`config.mk`:
```
export PLATFORM = sky130hd
export DESIGN_NAME = row_clear_engine
export DESIGN_NICKNAME = d
export VERILOG_FILES = /design/src/rtl/row_clear_engine_pkg.sv /design/src/rtl/row_clear_engine_row_full_check.sv /design/src/rtl/row_clear_engine.sv
export SDC_FILE = /design/constraint.sdc
export NUM_CORES = 1
export LEC_CHECK = 0
export ABC_AREA = 1
export CORE_MARGIN = 4
export CORE_UTILIZATION = 34
export CTS_CLUSTER_SIZE = 40
export DETAILED_ROUTE_END_ITERATION = 8
export SYNTH_ARGS = -nofsm -noshare
export SYNTH_HDL_FRONTEND = slang
export SYNTH_SLANG_ARGS = --single-unit
```
`constraint.sdc`:
```
create_clock -name clk -period 11.6 [get_ports clk]
set_input_delay 2.32 -clock clk [delete_from_list [all_inputs] [get_ports clk]]
set_output_delay 2.32 -clock clk [all_outputs]
set_load 0.01 [all_outputs]
```
`src/rtl/row_clear_engine_pkg.sv`:
```
// ============================================================================
// Module : row_clear_engine_pkg
// Brief  : Shared definitions: board defaults, FSM encoding, score constants.
// Rev    : 1.0  initial release
// ============================================================================
`default_nettype none

package row_clear_engine_pkg;

  localparam int BLOCKS_WIDE_DEF = 10;
  localparam int BLOCKS_HIGH_DEF = 22;

  typedef enum logic [1:0] {
    ST_IDLE = 2'd0,
    ST_SCAN = 2'd1,
    ST_DONE = 2'd2
  } state_t;

  localparam logic [15:0] SCORE_ONE    = 16'd40;
  localparam logic [15:0] SCORE_TWO    = 16'd100;
  localparam logic [15:0] SCORE_THREE  = 16'd300;
  localparam logic [15:0] SCORE_TETRIS = 16'd1200;
  localparam logic [15:0] SCORE_MAX    = 16'hFFFF;

  // Five or more rows in one operation pay the same as a tetris.
  function automatic logic [15:0] score_increment(input logic [4:0] rows);
    logic [15:0] inc;
    inc = '0;
    case (rows)
      5'd0:    inc = '0;
      5'd1:    inc = SCORE_ONE;
      5'd2:    inc = SCORE_TWO;
      5'd3:    inc = SCORE_THREE;
      default: inc = SCORE_TETRIS;
    endcase
    return inc;
  endfunction

  function automatic logic [15:0] score_sat_add(input logic [15:0] acc,
                                                input logic [15:0] inc);
    logic [16:0] sum;
    sum = {1'b0, acc} + {1'b0, inc};
    return sum[16] ? SCORE_MAX : sum[15:0];
  endfunction

endpackage

`default_nettype wire

```
`src/rtl/row_clear_engine_row_full_check.sv`:
```
// ============================================================================
// Module : row_full_check
// Brief  : Combinational test that every cell of one board row is occupied.
// Rev    : 1.0  initial release
// ============================================================================
`default_nettype none

module row_full_check
  import row_clear_engine_pkg::*;
#(
  parameter int BLOCKS_WIDE = BLOCKS_WIDE_DEF
) (
  input  logic [BLOCKS_WIDE-1:0] row,
  output logic                   full
);

  assign full = &row;

endmodule

`default_nettype wire

```
`src/rtl/row_clear_engine.sv`:
```
// ============================================================================
// Module : row_clear_engine
// Brief  : Scans a settled board bottom-up, removing full rows one per cycle.
//          Optional scoring is enabled by defining ROW_CLEAR_SCORE_EN.
// Rev    : 1.0  initial release
// ============================================================================
`default_nettype none

module row_clear_engine
  import row_clear_engine_pkg::*;
#(
  parameter int BLOCKS_WIDE = BLOCKS_WIDE_DEF,
  parameter int BLOCKS_HIGH = BLOCKS_HIGH_DEF
) (
  input  logic                               clk,
  input  logic                               rst,
  input  logic                               start,
  input  logic [BLOCKS_WIDE*BLOCKS_HIGH-1:0] board_in,
  output logic [BLOCKS_WIDE*BLOCKS_HIGH-1:0] board_out,
  output logic                               busy,
  output logic                               done,
  output logic [4:0]                         rows_cleared,
  output logic [15:0]                        score
);

  localparam int          c_CELLS    = BLOCKS_WIDE * BLOCKS_HIGH;
  localparam logic [4:0]  c_LAST_ROW = 5'(BLOCKS_HIGH - 1);

  state_t                   r_state;
  logic [4:0]               r_ptr;
  logic [c_CELLS-1:0]       r_board;
  logic                     r_busy;
  logic                     r_done;
  logic [4:0]               r_rows_cleared;

  logic [BLOCKS_WIDE-1:0]   w_row;
  logic                     w_full;
  logic [c_CELLS-1:0]       w_shifted;

  assign w_row = r_board[r_ptr*BLOCKS_WIDE +: BLOCKS_WIDE];

  row_full_check #(
    .BLOCKS_WIDE (BLOCKS_WIDE)
  ) u_row_full_check (
    .row  (w_row),
    .full (w_full)
  );

  // Rows at or above the pointer drop by one; rows below it are untouched.
  for (genvar g = 0; g < BLOCKS_HIGH; g++) begin : g_shift
    if (g == 0) begin : g_top
      assign w_shifted[0 +: BLOCKS_WIDE] = '0;
    end else begin : g_lower
      localparam logic [4:0] c_ROW = 5'(g);
      assign w_shifted[g*BLOCKS_WIDE +: BLOCKS_WIDE] =
        (c_ROW <= r_ptr) ? r_board[(g-1)*BLOCKS_WIDE +: BLOCKS_WIDE]
                         : r_board[g*BLOCKS_WIDE +: BLOCKS_WIDE];
    end
  end

  always_ff @(posedge clk or posedge rst) begin
    if (rst) begin
      r_state        <= ST_IDLE;
      r_ptr          <= '0;
      r_board        <= '0;
      r_busy         <= 1'b0;
      r_done         <= 1'b0;
      r_rows_cleared <= '0;
    end else begin
      case (r_state)
        ST_IDLE: begin
          r_done <= 1'b0;
          if (start) begin
            r_board        <= board_in;
            r_ptr          <= c_LAST_ROW;
            r_rows_cleared <= '0;
            r_busy         <= 1'b1;
            r_state        <= ST_SCAN;
          end
        end
        ST_SCAN: begin
          // A cleared row is re-examined since a new row has dropped into it.
          if (w_full) begin
            r_board        <= w_shifted;
            r_rows_cleared <= r_rows_cleared + 5'd1;
          end else if (r_ptr != 5'd0) begin
            r_ptr <= r_ptr - 5'd1;
          end else begin
            r_done  <= 1'b1;
            r_state <= ST_DONE;
          end
        end
        ST_DONE: begin
          r_done  <= 1'b0;
          r_busy  <= 1'b0;
          r_state <= ST_IDLE;
        end
        default: begin
          r_done  <= 1'b0;
          r_busy  <= 1'b0;
          r_state <= ST_IDLE;
        end
      endcase
    end
  end

  assign board_out    = r_board;
  assign busy         = r_busy;
  assign done         = r_done;
  assign rows_cleared = r_rows_cleared;

`ifdef ROW_CLEAR_SCORE_EN
  logic [15:0] r_score;

  always_ff @(posedge clk or posedge rst) begin
    if (rst) begin
      r_score <= '0;
    end else if (r_state == ST_DONE) begin
      r_score <= score_sat_add(r_score, score_increment(r_rows_cleared));
    end
  end

  assign score = r_score;
`else
  assign score = '0;
`endif

endmodule

`default_nettype wire

```
# Word level (Yosys, flattened, before mapping)
# Cells that the tools add are included.
totals:
  regBits: 234
  input_bits: 223
  output_inout_bits: 243
  word_cells: 150
op_classes:
  n_addsub: 2
  multipliers: 1
  order_cmp: 21
  n_eq_ne: 27
  n_shift: 1
  mux: 40
  n_bitwise: 1
  n_reduce_logical: 30
ops:
  columns: ["cell", "count"]
  rows:
  - ["220-bit two-way mux", 2]
  - ["220-bit one-hot mux with 2 select lines", 1]
  - ["220-bit by 10-bit variable part select with 10-bit output", 1]
  - ["10-bit two-way mux", 21]
  - ["4-bit AND reduction", 22]
  - ["2-bit != test, second input constant", 25]
  - ["4-bit by 5-bit <= comparator with 1-bit output, first input constant", 8]
  - ["5-bit <= comparator, first input constant", 6]
  - ["5-bit two-way mux", 5]
  - ["3-bit by 5-bit <= comparator with 1-bit output, first input constant", 4]
  - ["5-bit one-hot mux with 2 select lines", 2]
  - ["2-bit by 5-bit <= comparator with 1-bit output, first input constant", 2]
  - ["10-bit AND reduction", 1]
  - ["5-bit by 3-bit multiplier with 8-bit output, second input constant", 1]
  - ["2-bit two-way mux", 3]
  - ["3-bit AND reduction", 2]
  - ["5-bit by 1-bit adder with 5-bit output, second input constant", 1]
  - ["1-bit by 5-bit <= comparator with 1-bit output, first input constant", 1]
  - ["5-bit nonzero test", 1]
  - ["5-bit by 1-bit subtractor with 5-bit output, second input constant", 1]
  - ["1-bit two-way mux", 4]
  - ["2-bit one-hot mux with 2 select lines", 1]
  - ["2-bit AND reduction", 2]
  - ["2-bit by 1-bit equality test with 1-bit output, second input constant", 1]
  - ["other kinds (5)", 5]

# Longest topological paths before layout
logic_depth:
  word_depth: 5
  ltp_mapped: 17
  mapped_depth_nobuf: 13

# Hierarchy
# From an unflattened synthesis, not the netlist that was laid out.
unflattened:
  cells_unflattened: 2108
  area_unflattened_um2: 14179.8
by_module_without_submodules:
  columns: ["module", "instances", "cells_per_inst", "area_each_um2", "seq_area_each_um2"]
  rows:
  - ["row_clear_engine", 1, 2100, 14147.3, 5855.6]
  - ["row_full_check", 1, 8, 32.5, 0.0]

# Worst setup path before layout
# OpenSTA, ideal clock, no wires.
synth_timing:
  kind: "input to register"
  startpoint: "input start"
  endpoint: "register r_board[20], in the netlist board_out[20]"
  setup_ps: 119
  arrival_time_ps: 3397
  required_ps: 11481
  setup_slack_ps: 8084
  path_stages: 6
  n_path_buf: 1
  cell_sequence: "nand2_1 nand2_1 buf_2 nand3_1 nand2_1 nand2_1"
synth_via:
  elab_chain_len: 2
synth_rtl:
  columns: ["element", "line_no", "text"]
  rows:
  - ["start, declared", "row_clear_engine.sv:17", "input logic start,"]
  - ["2-bit != test (no line)", null, null]
  - ["4-bit AND reduction (no line)", null, null]
  - ["end signal, assigned", "row_clear_engine.sv:74", "r_board <= board_in;"]
  - ["end signal, assigned", "row_clear_engine.sv:84", "r_board <= w_shifted;"]
  - ["end, declared", "row_clear_engine.sv:31", "logic [c_CELLS-1:0] r_board;"]
# No other way between the ends.
# A chain may end at the register's enable or synchronous reset.

# Worst setup path after layout
layout_timing:
  startpoint: "input start"
  endpoint: "register r_board[167], in the netlist board_out[167]"
# The elaborated chain is that of the path after synthesis.

==> out/results.ini <==
[run_status]
status=finished, final reports clean

[yosys]
yosys_warnings=0
synth_area_mm2=0.0152
synth_edf_count=0
synth_commonest_cells=990 x nand2_1, 234 x dfrtp_1, 221 x nand4_1
syn_area_per_cell_um2=6.71
ys_types=35
synth.largest_area_cell=dfrtp_1
syn_inst=2265
synth-seq-cells=234
synth.most_common_cell=nand2_1
synth_ff_type=dfrtp_1
synth_top_area_frac=0.386
ys_seq_area_frac=0.386
synth.area.top_cells=dfrtp_1 39%, nand2_1 24%, nand4_1 9.1%, o21ai_0 6.2%, inv_1 4.9%
synth-async-reset-ratio=1.00

[timing]
setup-violations-final=0
setup_ws_ns=5.98
skew_ns=0.00879
hold_viol=0
max-slew-margin-rel=0.220
slew_viol_final=0
rsz0062_at_grt=false
period_share=0.485
tightest_slew_ns=1.17
max_freq_ghz=0.178
post-route-min-period_ns=5.62
tns_ns=0

[drt]
drc=0
ant_nets=0
viasPerCell=5.43
drt_iter0_markers=2108
wl_per_cell_um=22.7
dr.pass1.iters=6
wl_um=72900
dr_total_vias=17428

[clock_tree]
cts-resized-gates=0
clkSinkCount=234
cts_tree=built
cts_buffers=29
htree_levels=1
clk_latency_ns=0.56
hold_buffers=0
path_clk_slew_ns=0.06
post_cts.repair.setup_buffers=0
root_buffer=clkbuf_16
clockBufferDepth=3

[run]
max_cap_violations=0

[die]
io_pins=466
start_util=0.343
chipWidth_um=219
fp.dieArea_mm2=0.0481
core-area_mm2=0.0442
die_h_um=219
rows=77

[worst_setup_path]
crit_required_ns=12.05
worst_ep_arrival_time_ns=6.07
critical_path_peak_fanout=65
cp_num_buf_inv=3
crit_chain=clkdlybuf4s50_1 -> nand2_1 -> nand2_4 -> buf_4 -> buf_4 -> nand3_1 -> nand2_1 -> nand2_1
crit_top_cell=nand2_1
slowest_stage=clkdlybuf4s50_1
r2r_slack_ns=6.13
cp-start-kind=input port
slowest_delay_ns=0.81
end_kind=register
cp_top_family=buffers and inverters
worst-setup-path-type=input port to register

[global_routing]
grt_util_all_layers=0.290
grt_overflow_total=0
grt_start_max_net_pins=169
grt_pass1_wl_um=107000
antenna_found_initial=3
first_global_vias=16622

[layout]
drive_gt1_frac=0.0394
nets=2824
syn_to_final_growth_pct=36.5
instances_no_fill=3208
fillers=4511

[pwr]
leakagePower_uw=0.0101
ir_worst_vdd_uv=148
p_per_area_mw_per_mm2=316

[placed_design]
io_buffers=449
hpwl_um=54300
place_ws_ns=5.50
gp_congestion=0.929
dp.cells=3156

[hold_path]
min_path_type=register to register

-- worst register-to-register path: stages (launching register included) --
cell and delay, ns:
dfrtp_4 0.76, inv_2 0.43, buf_4 0.82, o211ai_1 0.39
nand3_1 0.18, nand2_1 0.09, nand3_1 0.16, nand3_1 0.10
nor2_1 0.10, nand2_1 0.15, nand2_8 0.57, buf_4 0.94
nand3_2 0.43, nand2_1 0.16, nand2_1 0.06
-- cells by family after synthesis --
kind of cell,after synthesis,synth area share
AND/OR/NAND/NOR,1377,0.405
buffers and inverters,385,0.109
AO/OA/AOI/OAI,259,0.0940
flip-flops,234,0.386
adder cells (fa/ha/maj),6,0.00494
XOR/XNOR,3,0.00173
other,1,0.000247
-- final timing paths --
check | from | endpoint | cells past startpoint
max | start | board_out[167] | 8
min | done | done | 2
max reg2reg | r_ptr[0] | board_out[183] | 14
min reg2reg | done | done | 2
max in group asynchronous | rst | board_out[175] | 4
min in group asynchronous | rst | board_out[107] | 2
-- registers in the layout, summed over array words and instances (netlist names) --
name and flops:
rows_cleared 5, done 1, busy 1, r_state 2
r_ptr 5, board_out 220
-- layout make-up --
class / instances / area, um^2 / area share
multi-input combinational: 1661 / 7760 / 0.375
sequential: 234 / 5860 / 0.283
timing repair buffer: 468 / 4640 / 0.224
clock buffer: 42 / 855 / 0.0412
inverter: 201 / 771 / 0.0372
tap: 592 / 741 / 0.0357
clock inverter: 9 / 97.6 / 0.00471
antenna: 1 / 2.50 / 0.000121
-- per-stage QoR --
stage                     instance area (um^2)   util  hold slack (ns)  total power [uW]
after floorplan                          15200      -            0.459              3820
after global placement                   19800  0.447            0.468              5530
after detailed placement                 19800  0.447            0.473              5560
after CTS                                20700  0.469            0.488              6510
after global routing                     20700  0.469            0.512              7000
final                                    20700  0.469            0.485              6550
-- cells in the final DEF, fill, tap and decap left out, types with 2 or more instances in the layout --
master and n:
conb_1 16, a211oi_1 2, inv_2 3, nand2_1 989, xor2_1 3, nand3_4 17
nor2_4 2, o21ai_0 189, o211ai_1 41, nand4_1 221, a21oi_1 2, clkbuf_1 5
inv_1 195, clkbuf_8 8, o311ai_1 3, clkinv_2 7, inv_8 2, nor2_1 18
or2_2 5, clkbuf_16 29, nor2_2 2, clkdlybuf4s50_1 449, a31oi_1 3, nor3_1 4
o21ai_1 16, nand3_1 115, dfrtp_1 233, ha_1 6, bufinv_16 2, buf_4 19
-- routing by layer --
layer	vias up	GRT usage	wire length, um
li1	8047	-	-
met1	8321	0.410	31100
met3	107	0.0701	7310
met5	-	0	27
met2	949	0.445	32400
met4	4	0.0769	2090
-- report_power, final --
group / switching, uW / total (uW) / internal, uW
Sequential: 457 / 1640 / 1180
Combinational: 2630 / 3980 / 1350
Clock: 381 / 931 / 550
Total: 3460 / 6550 / 3080
Power figures use the tool's default switching activity.
